File: src/rtl/pet2001_pkg.sv
// Shared definitions for the PET 2001 video RAM scheduler.
package pet2001_pkg;

    localparam int CYC_PER_US_DEF     = 50;
    localparam int VID_STREAK_MAX_DEF = 2;
    localparam int VRAM_AW            = 10;

    // Who drives the single RAM port in a given system clock cycle.
    typedef enum logic [1:0] {
        OWN_IDLE = 2'd0,
        OWN_CPU  = 2'd1,
        OWN_VID  = 2'd2
    } owner_t;

endpackage

File: src/rtl/pet2001_ce_div.sv
// CPU cycle divider: free-running slot counter in normal mode, held at zero
// in turbo, restarted on any change of the speed switch.
module pet2001_ce_div #(
    parameter int CYC_PER_US = 50
) (
    input  logic clk,
    input  logic reset_n,
    input  logic clk_speed,
    output logic slot,
    output logic speed_chg
);

    localparam int CW = $clog2(CYC_PER_US);

    logic [CW-1:0] cnt;
    logic          speed_q;

    assign speed_chg = clk_speed ^ speed_q;
    // The CPU slot is decided one cycle early so the grant lands on the last count.
    assign slot      = !clk_speed && (cnt == CW'(CYC_PER_US - 2));

    // Counter and speed history; reset samples the switch so release is not seen as an edge.
    always_ff @(posedge clk) begin
        if (!reset_n) begin
            cnt     <= '0;
            speed_q <= clk_speed;
        end else begin
            speed_q <= clk_speed;
            if (speed_chg || clk_speed)
                cnt <= '0;
            else if (cnt == CW'(CYC_PER_US - 1))
                cnt <= '0;
            else
                cnt <= cnt + CW'(1);
        end
    end

endmodule

File: src/rtl/pet2001_vram_sched.sv
// Single-port video RAM arbiter between the 6502 bus and the character fetcher.
// One owner per system clock cycle; the owner of the next cycle is registered.
module pet2001_vram_sched
    import pet2001_pkg::*;
#(
    parameter int CYC_PER_US     = CYC_PER_US_DEF,
    parameter int VID_STREAK_MAX = VID_STREAK_MAX_DEF
) (
    input  logic               clk,
    input  logic               reset_n,
    input  logic               clk_speed,
    input  logic               clk_stop,
    output logic               cpu_ce,
    input  logic               cpu_vsel,
    input  logic [VRAM_AW-1:0] cpu_addr,
    input  logic               cpu_we,
    input  logic [7:0]         cpu_wdata,
    output logic [7:0]         cpu_rdata,
    input  logic               vid_req,
    input  logic [VRAM_AW-1:0] vid_addr,
    output logic               vid_busy,
    output logic               vid_ack,
    output logic [7:0]         vid_rdata,
    output logic [VRAM_AW-1:0] ram_addr,
    output logic               ram_we,
    output logic [7:0]         ram_wdata,
    input  logic [7:0]         ram_rdata
);

    localparam int SW = $clog2(VID_STREAK_MAX + 1);

    owner_t               own_q;
    logic [SW-1:0]        streak;
    logic [SW-1:0]        streak_inc;
    logic                 pending;
    logic [VRAM_AW-1:0]   pend_addr;
    logic                 slot;
    logic                 speed_chg;
    logic                 rd_vld;
    logic [7:0]           vid_rdata_q;

    pet2001_ce_div #(.CYC_PER_US(CYC_PER_US)) u_ce_div (
        .clk       (clk),
        .reset_n   (reset_n),
        .clk_speed (clk_speed),
        .slot      (slot),
        .speed_chg (speed_chg)
    );

    // Streak saturates; only its comparison against the limit matters.
    assign streak_inc = (streak == SW'(VID_STREAK_MAX)) ? streak : streak + SW'(1);

    // Owner arbiter: CPU slot wins in normal mode, video gets bounded priority in turbo.
    always_ff @(posedge clk) begin
        if (!reset_n) begin
            own_q  <= OWN_IDLE;
            streak <= '0;
        end else if (speed_chg) begin
            own_q  <= OWN_IDLE;
            streak <= '0;
        end else if (!clk_speed) begin
            if (slot && !clk_stop) begin
                own_q  <= OWN_CPU;
                streak <= '0;
            end else if (pending && own_q != OWN_VID) begin
                own_q  <= OWN_VID;
                streak <= streak_inc;
            end else begin
                own_q  <= OWN_IDLE;
            end
        end else begin
            if (pending && own_q != OWN_VID &&
                (streak < SW'(VID_STREAK_MAX) || clk_stop)) begin
                own_q  <= OWN_VID;
                streak <= streak_inc;
            end else if (!clk_stop) begin
                own_q  <= OWN_CPU;
                streak <= '0;
            end else begin
                own_q  <= OWN_IDLE;
            end
        end
    end

    // Fetch request latch; clears at the end of the VID slot that serves it.
    always_ff @(posedge clk) begin
        if (!reset_n) begin
            pending   <= 1'b0;
            pend_addr <= '0;
        end else if (own_q == OWN_VID) begin
            pending   <= 1'b0;
        end else if (vid_req && !pending) begin
            pending   <= 1'b1;
            pend_addr <= vid_addr;
        end
    end

    // Return path: RAM data arrives one cycle after the slot that addressed it.
    always_ff @(posedge clk) begin
        if (!reset_n) begin
            vid_ack     <= 1'b0;
            rd_vld      <= 1'b0;
            cpu_rdata   <= '0;
            vid_rdata_q <= '0;
        end else begin
            vid_ack <= (own_q == OWN_VID);
            rd_vld  <= (own_q == OWN_CPU) && cpu_vsel;
            if (rd_vld)
                cpu_rdata <= ram_rdata;
            if (vid_ack)
                vid_rdata_q <= ram_rdata;
        end
    end

    // The fetched byte is presented straight from RAM during the ack cycle, then held.
    assign vid_rdata = vid_ack ? ram_rdata : vid_rdata_q;
    assign vid_busy  = pending;
    assign cpu_ce    = (own_q == OWN_CPU);
    assign ram_addr  = cpu_ce ? cpu_addr : pend_addr;
    assign ram_we    = cpu_ce & cpu_vsel & cpu_we;
    assign ram_wdata = cpu_wdata;

endmodule
File: config.mk
export PLATFORM = sky130hd
export DESIGN_NAME = pet2001_vram_sched
export DESIGN_NICKNAME = d
export VERILOG_FILES = /design/src/rtl/pet2001_pkg.sv /design/src/rtl/pet2001_ce_div.sv /design/src/rtl/pet2001_vram_sched.sv
export SDC_FILE = /design/constraint.sdc
export NUM_CORES = 1
export LEC_CHECK = 0
export CORE_UTILIZATION = 46
export CTS_BUF_LIST = sky130_fd_sc_hd__clkbuf_8
export DETAILED_ROUTE_END_ITERATION = 16
export PLACE_DENSITY = 0.95
export SYNTH_ARGS = -nofsm -noshare
export SYNTH_HDL_FRONTEND = slang
export SYNTH_SLANG_ARGS = --single-unit
File: constraint.sdc
create_clock -name clk -period 5.2 [get_ports clk]
set_input_delay 1.3 -clock clk [delete_from_list [all_inputs] [get_ports clk]]
set_output_delay 1.3 -clock clk [all_outputs]
set_load 0.02 [all_outputs]
* Word level (Yosys, flattened, before mapping)
Cells that the tools add are included.
Word-level totals: register bits after elaboration 40, bits of input ports 43, output and inout port bits 38
Operators by class: $lt $le $gt $ge 1, bitwise operators 5, reduce and logical (&&, ||, !) cells 17, mux-type cells 13, equality and inequality tests 7, add/subtract/negate cells 2
Operators by type and width (count):
- $mux 2 | 10
- $eq 6x6->1 const B | 2
- $mux 10 | 1
- $mux 8 | 1
- $add 6x1->6 const B | 1
- $logic_and 1x1->1 | 6
- $eq 2x2->1 const B | 2
- $reduce_and 2->1 | 2
- $reduce_or 2->1 | 2
- $logic_not 1->1 | 3
- $ne 3x2->1 const B | 1
- $reduce_bool 3->1 | 1
- $reduce_or 3->1 | 1
- $add 2x1->2 const B | 1
- $and 1x1->1 | 2
- $eq 2x1->1 const B | 1
- $logic_or 1x1->1 | 2
- $lt 2x2->1 const B | 1
- $ne 2x2->1 const B | 1
- $not 1->1 | 2
- $mux 1 | 1
- $xor 1x1->1 | 1

* Depth between registers and ports, before layout
Gate-level depths: netlist (run 1).
word-level depth 5, gate-level depth with buffers 6, mapped depth without buffers 6

* By module
From an unflattened synthesis (run 1), not the netlist that was laid out.
Unflattened totals: cells, all modules 184, area, all modules 1904.3 µm²
Modules (own cells, without submodules):
- pet2001_vram_sched | times used 1, cells each 150, area an instance 1576.5 µm²
- pet2001_ce_div | times used 1, cells each 34, area an instance 327.8 µm²

* Least setup slack after synthesis (run 1)
Ideal clock, no wire load.
path kind input port to output port, from input port ram_rdata[0], to output port vid_rdata[0], stages 1, path buffers 0, data required time 3.900 ns, setup slack 2.291 ns, arrival time 1.609 ns, path through mux2_2
Between the ends: word-level cells in the longest chain between the ends 1
RTL lines:
- start, declared | RTL line pet2001_vram_sched.sv:27 | input logic [7:0] ram_rdata
- $mux 8
- end, declared | RTL line pet2001_vram_sched.sv:23 | output logic [7:0] vid_rdata,
Every way passes these cells.

* Final worst setup path (run 1)
from input port ram_rdata[1], to output port vid_rdata[1]
The elaborated chain is that of the path after synthesis.

==> results of run 1 <==
cell usage in the layout (no fill, tap or decap), types with 5 or more instances in the layout:
| cell type | n |
|---|---|
| dfxtp_1 | 40 |
| inv_1 | 7 |
| ha_1 | 5 |
| clkdlybuf4s50_1 | 64 |
| mux2i_1 | 18 |
| nor2_1 | 9 |
| and2_1 | 9 |
| mux2_2 | 18 |
| nor2b_1 | 21 |
| clkbuf_8 | 6 |
Yosys cell counts:
cell,number,share of area (%)
and3b_4,1,0.71
nor3b_1,1,0.42
nand3_1,3,0.85
a22o_1,2,0.99
buf_2,2,0.56
inv_1,7,1.5
and4bb_1,1,0.71
xnor2_1,2,0.99
o21ai_0,1,0.28
nor4_2,1,0.71
xor2_1,2,0.99
and2_1,9,3.2
clkbuf_1,5,1.1
nand2b_1,1,0.35
mux2i_1,18,10
a221oi_4,1,1.5
or3b_1,1,0.49
nor2_1,9,1.9
and3_1,3,1.1
buf_4,8,3.4
dfxtp_1,40,45
ha_1,5,3.5
nand2_1,1,0.21
mux2_2,18,11
nor2b_1,21,7.4
a311oi_1,1,0.49
flip-flops by register name, summed over array words and instances (netlist names):
signal	count
pend_addr	10
cpu_rdata	8
vid_rdata_q	8
u_ce_div.cnt	6
own_q	2
streak	2
rd_vld	1
u_ce_div.speed_q	1
vid_ack	1
vid_busy	1
worst reg2reg max path: stages, from the launching register on:
cell and delay (ns):
dfxtp_1 0.32, nor2b_1 0.17, nor3b_2 0.81, mux2i_1 0.28, nor2b_1 0.07
layer usage:
layer,part of all wire (%),wire length [um],vias to the layer above
li1,-,-,652
met2,51,1860,36
met3,6.1,221,8
met5,0,0,-
met1,41,1510,604
met4,1.5,55,0
per-stage QoR:
step,area [um2],instances,total power [mW],hold slack [ns],utilization (%)
after global routing,2520,270,0.715,0.496,68.3
after global placement,2400,262,0.426,0.458,65.0
final,2520,270,0.688,0.487,68.3
after floorplan,1770,164,0.385,0.441,-
after detailed placement,2400,262,0.429,0.462,65.0
after CTS,2520,270,0.694,0.481,68.3
logic make-up (layout without fill, tap and decap cells):
kind of cell | Yosys count | count (layout) | synth area share, %
AOI/OAI and AO/OA | 5 | 5 | 3.25
xor gates and xnor gates | 4 | 4 | 1.98
adders and majority gates | 5 | 5 | 3.53
buffers and inverters | 22 | 80 | 6.49
DFF | 40 | 40 | 45.2
muxes | 36 | 36 | 21.6
and+or+nand+nor | 52 | 52 | 18.0
worst paths after layout:
path | end | slack [ns] | cells after the start | startpoint
setup reg to reg | pend_addr[8]$_SDFFE_PN0P_ | 3.45 | 4 | own_q[1]$_SDFF_PP0_
hold / removal | streak[0]$_SDFFE_PP0P_ | 0.49 | 1 | streak[0]$_SDFFE_PP0P_
hold reg to reg | streak[0]$_SDFFE_PP0P_ | 0.49 | 1 | streak[0]$_SDFFE_PP0P_
setup / recovery | vid_rdata[1] | 1.33 | 3 | ram_rdata[1]
area by class of cell:
type / count / area (um2)
sequential: 40 / 801
inverter: 7 / 26.3
tap: 48 / 60.1
timing repair buffer: 65 / 648
multi-input combinational: 102 / 862
fill: 312 / 1170
clock inverter: 2 / 38.8
clock buffer: 6 / 82.6
power by group:
group / switching (mW) / leakage [nW] / total, mW / internal [mW]
combinational: 0.0397 / 0.578 / 0.0998 / 0.0601
clock: 0.110 / 0.0614 / 0.267 / 0.157
sequential: 0.00601 / 0.325 / 0.322 / 0.316
total: 0.155 / 0.964 / 0.688 / 0.533
==> flow_summary.json, run 1 <==
{
  "status": "finished clean",
  "post-cts-setup-buffers": 0,
  "ys_types": 26,
  "endpoint_kind": "output pin",
  "slowest_delay_ns": 0.54,
  "io_buffers": 64,
  "cts_tree": "built",
  "core.rowCount": 22,
  "max_freq_mhz": 258,
  "synth_seq_area_share_pct": 45.2,
  "arrival_ns": 2.57,
  "cts_inserted_buffers": 5,
  "postCtsHoldBufs": 0,
  "grt_max_degree": 32,
  "antenna_found_initial": 0,
  "worstSetupStartpointType": "input pin",
  "final.setup.worst_slack_ns": 1.33,
  "finalSetupViolations": 0,
  "grt_usage_pct": 19.5,
  "layout.nets": 269,
  "cts_resized": 0,
  "viasPerCell": 4.81,
  "core_mm2": 0.00369,
  "hpwl_mm": 2.65,
  "maxCapViolCount": 0,
  "powerDensity_mw_per_mm2": 273,
  "diodes": 0,
  "slew_headroom_pct": 29.8,
  "synthCells": 164,
  "clk_pin_slew_ns": 0.08,
  "critPathKind": "input pin to output pin",
  "crit_path_max_fanout": 2,
  "ios": 81,
  "met2_usage_pct": 35.2,
  "cts_max_level": 2,
  "hold_violations": 0,
  "gr-total-overflow": 0,
  "ant_nets": 0,
  "grt_pass1_vias": 1325,
  "syn_avg_cell_area_um2": 10.8,
  "finClkSkew_ns": 0.0106,
  "grt_pass1_wl_mm": 6.02,
  "cp_data_required_time_ns": 3.90,
  "syn_to_final_growth_pct": 42.1,
  "timing.final.crit_share_pct": 74.4,
  "die_h_um": 64.1,
  "met1_usage_pct": 20.8,
  "gp_congestion": 0.733,
  "tightest_slew_ns": 1.05,
  "crit_family": "buffers and inverters",
  "ir_worst_vdd_v": 0.000257,
  "critPathMostFrequentCell": "clkdlybuf4s50_1",
  "vias": 1300,
  "cts-root-buf": "clkbuf_8",
  "leakage_nw": 0.964,
  "pre_cts_ws_ns": 1.33,
  "maxSlewViolCount": 0,
  "hold_path.class": "flip-flop to flip-flop",
  "drc": 0,
  "rsz0062_at_grt": "false",
  "clockBufferDepth": 2,
  "drt_iter0_drc": 46,
  "dieArea_mm2": 0.00411,
  "crit_path_top_delay_cell": "clkdlybuf4s50_1",
  "grtUsageMet3_pct": 6.43,
  "syn_nets": 212,
  "insertion_delay_ns": 0.30,
  "dr.pass1.iters": 4,
  "crit_chain": "clkdlybuf4s50_1, mux2_2, clkdlybuf4s50_1",
  "drive_above_1_share_pct": 14.0,
  "start_util_pct": 48.1,
  "syn_area_mm2": 0.00177,
  "setup_tns_ns": 0,
  "wl_per_cell_um": 13.5,
  "cts_sinks": 40,
  "yosysWarnings": 0,
  "busiest_layer": "met2",
  "period_minus_slack_ns": 3.87,
  "die_w_um": 64.1,
  "finalWirelength_mm": 3.64,
  "synth-seq-cells": 40,
  "critPathBufInv": 2
}
Note: power is estimated with default switching activity, not from simulation.
==> run 2, diff against run 1 <==
Settings changed: CORE_UTILIZATION 46 to 43, PLACE_DENSITY 0.95 to 0.92.
Clock period 5.2 ns to 3.6 ns, I/O delays scaled along.
==> run 2 against run 1 <==
Power up 43%. Worst setup slack worse by 0.78 ns. Clock power up 40%.
==> flow_summary.json, run 2 (synthesis results as in run 1) <==
{
  "postCtsHoldBufs": 0,
  "finalSetupViolations": 0,
  "cts-root-buf": "clkbuf_8",
  "slew_headroom_pct": 68.6,
  "grt_pass1_wl_mm": 5.79,
  "antenna_found_initial": 0,
  "timing.final.crit_share_pct": 84.7,
  "worstSetupStartpointType": "input pin",
  "finalWirelength_mm": 3.50,
  "core_mm2": 0.00380,
  "dr.pass1.iters": 4,
  "layout.nets": 271,
  "syn_to_final_growth_pct": 42.6,
  "largest_register_ff_count": 10,
  "endpoint_kind": "output pin",
  "whs_ns": 0.484,
  "arrival_ns": 2.15,
  "place_area_mm2": 0.00241,
  "die_w_um": 66.2,
  "gr-total-overflow": 0,
  "cts_max_level": 2,
  "grt_usage_pct": 17.9,
  "met1_usage_pct": 20.1,
  "tightest_slew_ns": 0.471,
  "io_buffers": 64,
  "finalInstanceArea_mm2": 0.00253,
  "nFillCells": 326,
  "busiest_layer": "met2",
  "cts_inserted_buffers": 5,
  "vias": 1315,
  "maxSlewViolCount": 0,
  "final_util_pct": 66.5,
  "cp_data_required_time_ns": 2.70,
  "powerDensity_mw_per_mm2": 389,
  "largestRegisters": "pend_addr: 10 flops, cpu_rdata: 8 flops, vid_rdata_q: 8 flops",
  "post-cts-setup-buffers": 0,
  "met2_usage_pct": 30.4,
  "hpwl_mm": 2.60,
  "hold_path.class": "flip-flop to flip-flop",
  "finClkSkew_ns": 0.00647,
  "clk_pin_slew_ns": 0.08,
  "insertion_delay_ns": 0.30,
  "grt_pass1_vias": 1302,
  "critPathMostFrequentCell": "clkdlybuf4s50_1",
  "top_register": "pend_addr",
  "grt_max_degree": 32,
  "core.rowCount": 22,
  "ant_nets": 0,
  "multi_input_area_um2": 862,
  "critPathKind": "input pin to output pin",
  "die_h_um": 66.2,
  "clockBufferDepth": 2,
  "period_minus_slack_ns": 3.05,
  "drc": 0,
  "ios": 81,
  "drive_above_1_share_pct": 14.7,
  "crit_start": "ram_rdata[0]",
  "rsz0062_at_grt": "false",
  "critPathBufInv": 2,
  "wl_per_cell_um": 12.9,
  "layout_common_cells": "clkdlybuf4s50_1, dfxtp_1, nor2b_1",
  "status": "finished clean",
  "cts_resized": 0,
  "diodes": 0,
  "cts_tree": "built",
  "ir_worst_vdd_v": 0.000193,
  "mostFrequentLayoutCell": "clkdlybuf4s50_1",
  "crit_chain": "clkdlybuf4s50_1, mux2_2, clkdlybuf4s50_1",
  "crit_path_max_fanout": 2,
  "crit_family": "buffers and inverters",
  "start_util_pct": 46.7,
  "setup_tns_ns": 0,
  "regArea_um2": 801,
  "dieArea_mm2": 0.00438,
  "r2r-start": "u_ce_div.speed_q$_DFF_P_",
  "viasPerCell": 4.83,
  "leakage_nw": 0.968,
  "grtUsageMet3_pct": 6.03,
  "crit_path_top_delay_cell": "clkdlybuf4s50_1",
  "hp-start": "streak[0]$_SDFFE_PP0P_",
  "max_freq_mhz": 328,
  "slowest_delay_ns": 0.54,
  "gp_congestion": 0.741,
  "hold_violations": 0,
  "drt_iter0_drc": 60,
  "cts_sinks": 40,
  "maxCapViolCount": 0
}
-- run 2: cell count changes in the layout (fill, tap and decap cells not counted), sizes merged --
cell	before	now
buf	1	3
clkbuf	6	5
clkinv	1	0
clkinvlp	0	1
inv	7	8
-- run 2: power breakdown --
| part | switching [mW] | leakage [nW] | internal, mW |
|---|---|---|---|
| clock network | 0.164 | 0.0548 | 0.209 |
| registers | 0.00835 | 0.325 | 0.456 |
| logic | 0.0573 | 0.588 | 0.0881 |
-- run 2: per-layer routing --
layer / vias up / wire length, um
li1: 655 / -
met1: 610 / 1520
met2: 42 / 1670
met3: 8 / 259
met4: 0 / 57
met5: - / 0
-- run 2: path summary, 6_finish.rpt --
kind                                               end  slack [ns]  depth (start not counted)
worst min register to register  streak[0]$_SDFFE_PP0P_        0.48                          1
worst max-delay path                      vid_rdata[0]        0.55                          3
worst max register to register  streak[1]$_SDFFE_PP0P_        1.92                          6
worst min-delay path            streak[0]$_SDFFE_PP0P_        0.48                          1
-- run 2: stage by stage --
| step | instances | total power [mW] | setup slack (ns) |
|---|---|---|---|
| 2_1_floorplan | 164 | 0.557 | 1.38 |
| 3_3_place_gp | 264 | 0.617 | 0.554 |
| 3_5_place_dp | 264 | 0.621 | 0.549 |
| 4_1_cts | 272 | 0.993 | 0.543 |
| 5_1_grt | 272 | 1.02 | 0.507 |
| 6_report | 272 | 0.983 | 0.550 |
-- run 2: worst reg2reg max path: cells and delay by family, from the launching register on --
kind,cells,cell delay (ns)
AO/OA/AOI/OAI,2,0.44
adder cells (fa/ha/maj),1,0.25
buffers and inverters,1,0.04
flip-flops,1,0.31
AND/OR/NAND/NOR,2,0.59
-- run 2: cell type report --
cell class	instances	area share [%]
clock inverter	3	1.83
clock buffer	5	2.72
tap	48	2.38
multi-input combinational	102	34.1
inverter	7	1.04
timing repair buffer	67	26.2
sequential	40	31.7
==> RTL edit: new RTL, flow settings as in run 2 <==
`VID_STREAK_MAX_DEF`: 2 -> 8.
--- a/src/rtl/pet2001_pkg.sv
+++ b/src/rtl/pet2001_pkg.sv
@@ -2,7 +2,7 @@
 package pet2001_pkg;
 
     localparam int CYC_PER_US_DEF     = 50;
-    localparam int VID_STREAK_MAX_DEF = 2;
+    localparam int VID_STREAK_MAX_DEF = 8;
     localparam int VRAM_AW            = 10;
 
     // Who drives the single RAM port in a given system clock cycle.
Formal check against the unedited RTL: not equivalent (Yosys sat finds a counterexample within 10 cycles, from zero or initial values and one cycle with reset_n low).
==> RTL edit against run 2 <==
  * First-iteration DRC count grew 22%
  * Clock skew shrank 0.0021 ns
  * Synthesized cell count grew 18%
  * Worst setup slack lost 0.0092 ns
  * Critical path type unchanged
  * Sequential power grew 5.0%
  * Sequential cell count grew 2
  * Power shrank 6.2%
  * Area after synthesis grew 11%
  * Largest power group unchanged
  * Wire length grew 11%
  * Register-to-register slack gained 0.18 ns
  * Design area grew 6.3%
  * Global-route usage shrank 1.1 points
  * Clock power shrank 25%
==> RTL edit: results (changes against run 2) <==
multi_input_area_share: 0.373  # +0.0315
postPlaceCellArea_mm2: 0.00261  # +8.1%
nFillCells: 385  # +18%
buf_share: 0.247  # -0.0155
ys_seq_area_frac: 0.428  # -0.0239
syn_area_mm2: 0.00197  # +11%
crit_start: "ram_rdata[7]"
hold_path_class: "reg2reg"
drt_iter0_drc: 73  # +22%
preCtsSetupSlack_ns: 0.542  # -0.00612 ns
grt_pass1_vias: 1481  # +14%
yosysUniqueCellTypes: 32  # +23%
gp_congestion: 0.858  # +16%
n_all_inverters: 10  # +3
fin_crit_sh: 0.850  # +0.00257
skew_ns: 0.00441  # -0.00206 ns
ff_latch_area_um2: 841  # +5.0%
wl_met1_mm: 1.73  # +14%
wl_per_cell_um: 12.7  # -1.1%
clock_sinks: 42  # +5.0%
syn_inst: 193  # +18%
hpwl_mm: 2.82  # +8.4%
diodes: 0  # unchanged
cp-endpoint: "vid_rdata[7]"
rr_worst_depth: 7  # +1
drt_wl_total_mm: 3.87  # +11%
clk_share: 0.0293  # -0.0162
final_area_mm2: 0.00269  # +6.3%
synthTopCellsByArea: "dfxtp_1, mux2_2, mux2i_1, nor2b_1, ha_1"
worst_pin_slew_ns: 0.481  # +0.00995 ns
p_leak_nw: 1.02  # +5.7%
r2r-start: "u_ce_div.cnt[0]"
drive_gt1_frac: 0.123  # -0.0243
wl_met2_mm: 1.84  # +10%
num-nets-final: 301  # +11%
holdPathEnd: "u_ce_div.cnt[0]"
ir_worst_vdd_v: 0.000202  # +4.4%
status: "finished clean"
min-delay-start: "u_ce_div.cnt[0]"
worstSkewPairLatency_ns: 0.28  # -0.02 ns
grt_pass1_wl_mm: 6.49  # +12%
nMultiInputCombCells: 126  # +24%
synthTopCellsByCount: "dfxtp_1, mux2i_1, nor2b_1"
vias_per_cell: 4.94  # +2.2%
r2r_setup_slack_ns: 2.10  # +0.18 ns
hold_slack_ns: 0.517  # +0.0324 ns
## RTL edit: layer usage
metal	GRT usage	vias up
li1	-	754
met1	0.195	696
met2	0.290	47
met3	0.0567	5
met4	0.0556	0
met5	0	-
## RTL edit: kinds of logic (layout without fill, tap and decap cells)
group                    after synthesis  in the layout  synth area share
AO/OA/AOI/OAI                         11             11            0.0388
XOR/XNOR                               4              4            0.0178
adder cells (fa/ha/maj)                6              6            0.0382
buffers and inverters                 25             84            0.0656
flip-flops                            42             42             0.428
multiplexers                          37             37             0.200
AND/OR/NAND/NOR                       68             68             0.212
## RTL edit: report_power, final
part	internal (mW)	total, mW	leakage [nW]	switching (mW)
Combinational	0.0911	0.156	0.638	0.0648
Sequential	0.478	0.487	0.341	0.00837
Clock	0.130	0.280	0.0438	0.150
## RTL edit: worst max-delay path: cells and delay by family
| family | cells | cell delay (ns) |
|---|---|---|
| muxes | 1 | 0.28 |
| buffers and inverters | 2 | 0.98 |
